===== src/rtl/mem_lsu.sv =====
// mem_lsu: multi-cycle load/store initiator with read-modify-write sub-word stores and error flagging.
// Defining MEM_LSU_BIG_ENDIAN_EN selects big-endian byte/half lanes; the default build is little-endian.
module mem_lsu #(
  parameter int MEM_WORDS = 128
) (
  input  logic        clk,
  input  logic        reset,
  input  logic        req_valid,
  output logic        req_ready,
  input  logic        req_write,
  input  logic [1:0]  req_size,
  input  logic        req_unsigned,
  input  logic [31:0] req_addr,
  input  logic [31:0] req_wdata,
  output logic        resp_valid,
  output logic        resp_err,
  output logic [31:0] resp_rdata,
  output logic        mem_we,
  output logic [31:0] mem_addr,
  output logic [31:0] mem_wdata,
  input  logic [31:0] mem_rdata
);
  typedef enum logic [2:0] {IDLE, LOAD, STORE, RMW_RD, RMW_WR, RESP} state_t;
  state_t      state_q;
  logic [1:0]  off_q, size_q;
  logic        uns_q, req_ready_q, resp_valid_q, resp_err_q, mem_we_q, bad;
  logic [31:0] wdata_q, resp_rdata_q, mem_addr_q, mem_wdata_q, ext, mask, merged;
  logic [15:0] lane;
  logic [4:0]  sh;
  assign req_ready  = req_ready_q;
  assign resp_valid = resp_valid_q;
  assign resp_err   = resp_err_q;
  assign resp_rdata = resp_rdata_q;
  assign mem_we     = mem_we_q;
  assign mem_addr   = mem_addr_q;
  assign mem_wdata  = mem_wdata_q;
  // sh is the bit position of the addressed byte/half lane inside the word
  always_comb begin
`ifdef MEM_LSU_BIG_ENDIAN_EN
    sh = size_q == 2'b00 ? {~off_q, 3'b000} : {~off_q[1], 4'b0000};
`else
    sh = size_q == 2'b00 ? {off_q, 3'b000} : {off_q[1], 4'b0000};
`endif
    lane = 16'(mem_rdata >> sh);
    ext = size_q == 2'b00 ? {{24{lane[7] & ~uns_q}}, lane[7:0]}
        : size_q == 2'b01 ? {{16{lane[15] & ~uns_q}}, lane} : mem_rdata;
    mask = (size_q == 2'b00 ? 32'h0000_00ff : 32'h0000_ffff) << sh;
    merged = (mem_rdata & ~mask) | ((wdata_q << sh) & mask);
    bad = (req_size == 2'b11) | ((req_size == 2'b01) & req_addr[0])
        | ((req_size == 2'b10) & (|req_addr[1:0])) | (req_addr[31:2] >= 30'(MEM_WORDS));
  end
  always_ff @(posedge clk or posedge reset) begin
    if (reset) begin
      state_q      <= IDLE;
      off_q        <= '0;
      size_q       <= '0;
      uns_q        <= 1'b0;
      wdata_q      <= '0;
      req_ready_q  <= 1'b1;
      resp_valid_q <= 1'b0;
      resp_err_q   <= 1'b0;
      resp_rdata_q <= '0;
      mem_we_q     <= 1'b0;
      mem_addr_q   <= '0;
      mem_wdata_q  <= '0;
    end else begin
      case (state_q)
        IDLE: if (req_valid) begin
          off_q       <= req_addr[1:0];
          size_q      <= req_size;
          uns_q       <= req_unsigned;
          wdata_q     <= req_wdata;
          mem_addr_q  <= {req_addr[31:2], 2'b00};
          req_ready_q <= 1'b0;
          if (bad) begin
            state_q      <= RESP;
            resp_valid_q <= 1'b1;
            resp_err_q   <= 1'b1;
          end else if (!req_write) begin
            state_q <= LOAD;
          end else if (req_size == 2'b10) begin
            state_q     <= STORE;
            mem_we_q    <= 1'b1;
            mem_wdata_q <= req_wdata;
          end else begin
            state_q <= RMW_RD;
          end
        end
        LOAD: begin
          resp_rdata_q <= ext;
          resp_valid_q <= 1'b1;
          state_q      <= RESP;
        end
        RMW_RD: begin
          mem_we_q    <= 1'b1;
          mem_wdata_q <= merged;
          state_q     <= RMW_WR;
        end
        STORE, RMW_WR: begin
          mem_we_q     <= 1'b0;
          mem_wdata_q  <= '0;
          resp_valid_q <= 1'b1;
          state_q      <= RESP;
        end
        RESP: begin
          resp_valid_q <= 1'b0;
          resp_err_q   <= 1'b0;
          req_ready_q  <= 1'b1;
          state_q      <= IDLE;
        end
        default: state_q <= IDLE;
      endcase
    end
  end
endmodule


===== config.mk =====
export PLATFORM = sky130hd
export DESIGN_NAME = mem_lsu
export DESIGN_NICKNAME = d
export VERILOG_FILES = /design/src/rtl/mem_lsu.sv
export SDC_FILE = /design/constraint.sdc
export NUM_CORES = 1
export LEC_CHECK = 0
export ABC_AREA = 0
export CAP_MARGIN = 20
export CORE_MARGIN = 3
export CORE_UTILIZATION = 24
export CTS_CLUSTER_DIAMETER = 60
export DETAILED_ROUTE_END_ITERATION = 10
export PLACE_DENSITY = 0.47
export SLEW_MARGIN = 20
export SYNTH_ARGS = -nofsm -noshare
export SYNTH_HDL_FRONTEND = slang
export SYNTH_SLANG_ARGS = --single-unit

===== constraint.sdc =====
create_clock -name clk -period 12.4 [get_ports clk]
set_input_delay 2.48 -clock clk [delete_from_list [all_inputs] [get_ports clk]]
set_output_delay 2.48 -clock clk [all_outputs]
set_load 0.05 [all_outputs]

==> flow_metrics.py <==
metrics = {
    "synthesis": {
        "muxShareOfSynthArea_pct": 12.5,
        "synth_adder_area_share_pct": 0,
        "synth_warnings": 0,
        "synth-async-reset-ratio_pct": 100,
        "synth_top_family_by_area": "compound AO/OA/AOI/OAI gates",
        "synth_edf_count": 0,
        "yosysMostFrequentCell": "dfrtp_1",
        "yosysTopAreaCellShare_pct": 47.8,
        "netlist_area_um2": 6340,
        "synth-compound-area-share_pct": 18.8,
        "ys_ff_latch": 122,
        "syn_inst": 610,
        "synth.area.top_cells": "dfrtp_1, mux2_2, nand2_1, nand3_1, a32oi_1",
        "synth_top_area_cell": "dfrtp_1",
        "synth_cell_type_count": 54,
        "synth_simple_gate_area_share_pct": 15.9,
        "syn_avg_cell_area_um2": 10.4,
        "ys_seq_area_share_pct": 48.2,
        "synth_common_cells": "dfrtp_1, nand2_1, mux2_2",
        "synthFlopType": "dfrtp_1",
        "synth_xor_area_share_pct": 0,
    },
    "drt": {
        "detail-route-antenna-nets": 0,
        "drt_iter0_markers": 455,
        "via_per_inst": 4.91,
        "wirelength_mm": 23.5,
        "drt_drc_violations_left": 0,
        "drt_first_pass_iters": 4,
        "wire_per_inst_um": 20.9,
        "via_count": 5516,
    },
    "pwr": {
        "power_mw": 2.91,
        "leakage_nw": 3.70,
        "switching_share_pct": 48.2,
        "power_frac_comb_pct": 56.9,
        "p_int_mw": 1.51,
        "ir_drop_mv": 0.134,
        "clkPwrFrac_pct": 17.4,
        "p_switching_mw": 1.40,
        "p_seq_share_pct": 25.6,
        "p_per_area_nw_per_um2": 318,
    },
    "worst_hold_path": {
        "hp-class": "flip-flop to flip-flop",
    },
    "layout": {
        "layout-drive-gt1-share_pct": 15.5,
        "antenna_cells": 0,
        "area_growth_pct": 44.1,
        "fin_nets": 884,
    },
    "sta": {
        "clock.fmax_mhz": 215,
        "period_needed_ps": 4660,
        "timing.hold.ws_ps": 485,
        "worst_slack_ps": 7740,
        "finalHoldViolCount": 0,
        "drv_slew": 0,
        "rsz0062_at_grt": "no",
        "worst_slew_margin_rel_pct": 42.3,
        "timing.setup.tns_ps": 0,
        "clock_skew_ps": 16.6,
        "period_share_pct": 37.6,
        "finalSetupViolCount": 0,
        "worstMarginPinSlew_ps": 866,
    },
    "clocking": {
        "cts-htree-levels": 4,
        "cts-root-buf": "clkbuf_16",
        "clk_pin_slew_worst_paths_ps": 60,
        "clk_latency_ps": 430,
        "cts.sinks": 122,
        "ctsResizeCount": 0,
        "cts_tree": "built",
        "cts_buffers": 17,
        "cts_buffer_depth": 2,
        "postCtsSetupBuffers": 0,
        "ctsHoldBuffers": 0,
    },
    "place": {
        "gp_congestion": 0.796,
        "post-place-ws_ps": 7270,
        "hpwlAfterDp_mm": 16.8,
        "port_buffers": 200,
    },
    "setup_path": {
        "cp.arrival_ps": 4970,
        "worstSetupPathType": "input port to flip-flop",
        "rrSetupSlack_ps": 9400,
        "critical_path.max_fanout": 23,
        "endpoint_kind": "flip-flop",
        "required_ps": 12710,
        "start_kind": "input port",
    },
    "grt": {
        "grt_usage_pct": 16.4,
        "grt_pass1_wl_mm": 35.7,
        "grt_max_degree": 66,
        "overflow": 0,
        "antenna_found_initial": 1,
        "first_global_vias": 5674,
    },
    "run_status": {
        "outcome": "completed",
    },
    "floorplan": {
        "die_h_um": 169,
        "dieArea_um2": 28400,
        "rows": 58,
        "die_w_um": 169,
        "ios": 203,
        "start_util_pct": 24.8,
        "core_um2": 25500,
    },
    "job": {
        "cap_violations": 0,
    },
}
-- kinds of logic after synthesis --
| kind of cell | after synthesis |
|---|---|
| AO/OA/AOI/OAI | 162 |
| buffers and inverters | 60 |
| flip-flops | 122 |
| multiplexers | 68 |
| other | 1 |
| AND/OR/NAND/NOR | 197 |
-- power by group through the flow --
| stage | Sequential (mW) | Clock, mW | Combinational, mW |
|---|---|---|---|
| after global routing | 0.777 | 0.540 | 1.76 |
| after CTS | 0.748 | 0.519 | 1.67 |
| after detailed placement | 0.751 | 0 | 1.67 |
| after floorplan | 1.25 | 0 | 0.628 |
| after global placement | 0.751 | 0 | 1.67 |
| final | 0.745 | 0.506 | 1.66 |
-- metal layers --
layer | GRT usage (%) | vias to the layer above | part of all wire (%)
met5 | 0 | - | 0.047
met4 | 3.88 | 2 | 1.1
met3 | 4.30 | 18 | 6.2
met2 | 25.8 | 177 | 47
met1 | 22.6 | 2732 | 46
li1 | - | 2587 | -
-- cells in the final DEF (no fill, tap or decap), types with 20 or more instances in the layout --
| cell type | n |
|---|---|
| nand2_1 | 57 |
| a21oi_1 | 21 |
| nor2_1 | 23 |
| clkdlybuf4s50_1 | 200 |
| nand3_1 | 41 |
| dfrtp_1 | 121 |
| mux2_2 | 54 |
| o21ai_0 | 20 |
-- sequential cells by signal, indices dropped and copies added, names as in the netlist --
register / count
resp_valid: 1
wdata_q: 16
off_q: 2
resp_err: 1
mem_we: 1
uns_q: 1
mem_addr: 30
mem_wdata: 32
size_q: 2
resp_rdata: 32
req_ready: 1
state_q: 3
-- metrics by stage --
stage	instances	area, um2	util [%]
3_3_place_gp	1092	8540	33.4
4_1_cts	1124	9130	35.8
5_1_grt	1124	9140	35.8
2_1_floorplan	611	6340	-
3_5_place_dp	1092	8540	33.4
6_report	1124	9140	35.8
-- cell type report --
type / count / area, um2
multi-input cells: 429 / 3010
flip-flops and latches: 122 / 3050
inverters: 4 / 17.5
fillers: 2638 / 16400
repair buffers: 207 / 2050
clock buffers: 17 / 425
clock inverters: 15 / 166
well taps: 330 / 413
-- worst paths after layout --
path / from / to / cells after the start
min in group asynchronous: reset / resp_rdata[17] / 2
setup / recovery: req_addr[14] / mem_wdata[29] / 6
setup reg to reg: state_q[0] / mem_wdata[29] / 5
hold reg to reg: mem_wdata[9] / mem_wdata[9] / 1
hold / removal: mem_wdata[9] / mem_wdata[9] / 1
max in group asynchronous: reset / mem_wdata[4] / 3
-- worst max-delay path: stages --
cell	delay, ps
clkdlybuf4s50_1	420
nor4_1	540
o211a_1	250
a31o_1	460
buf_4	420
mux2_2	380
No activity file was read; power rests on OpenSTA's default activity.
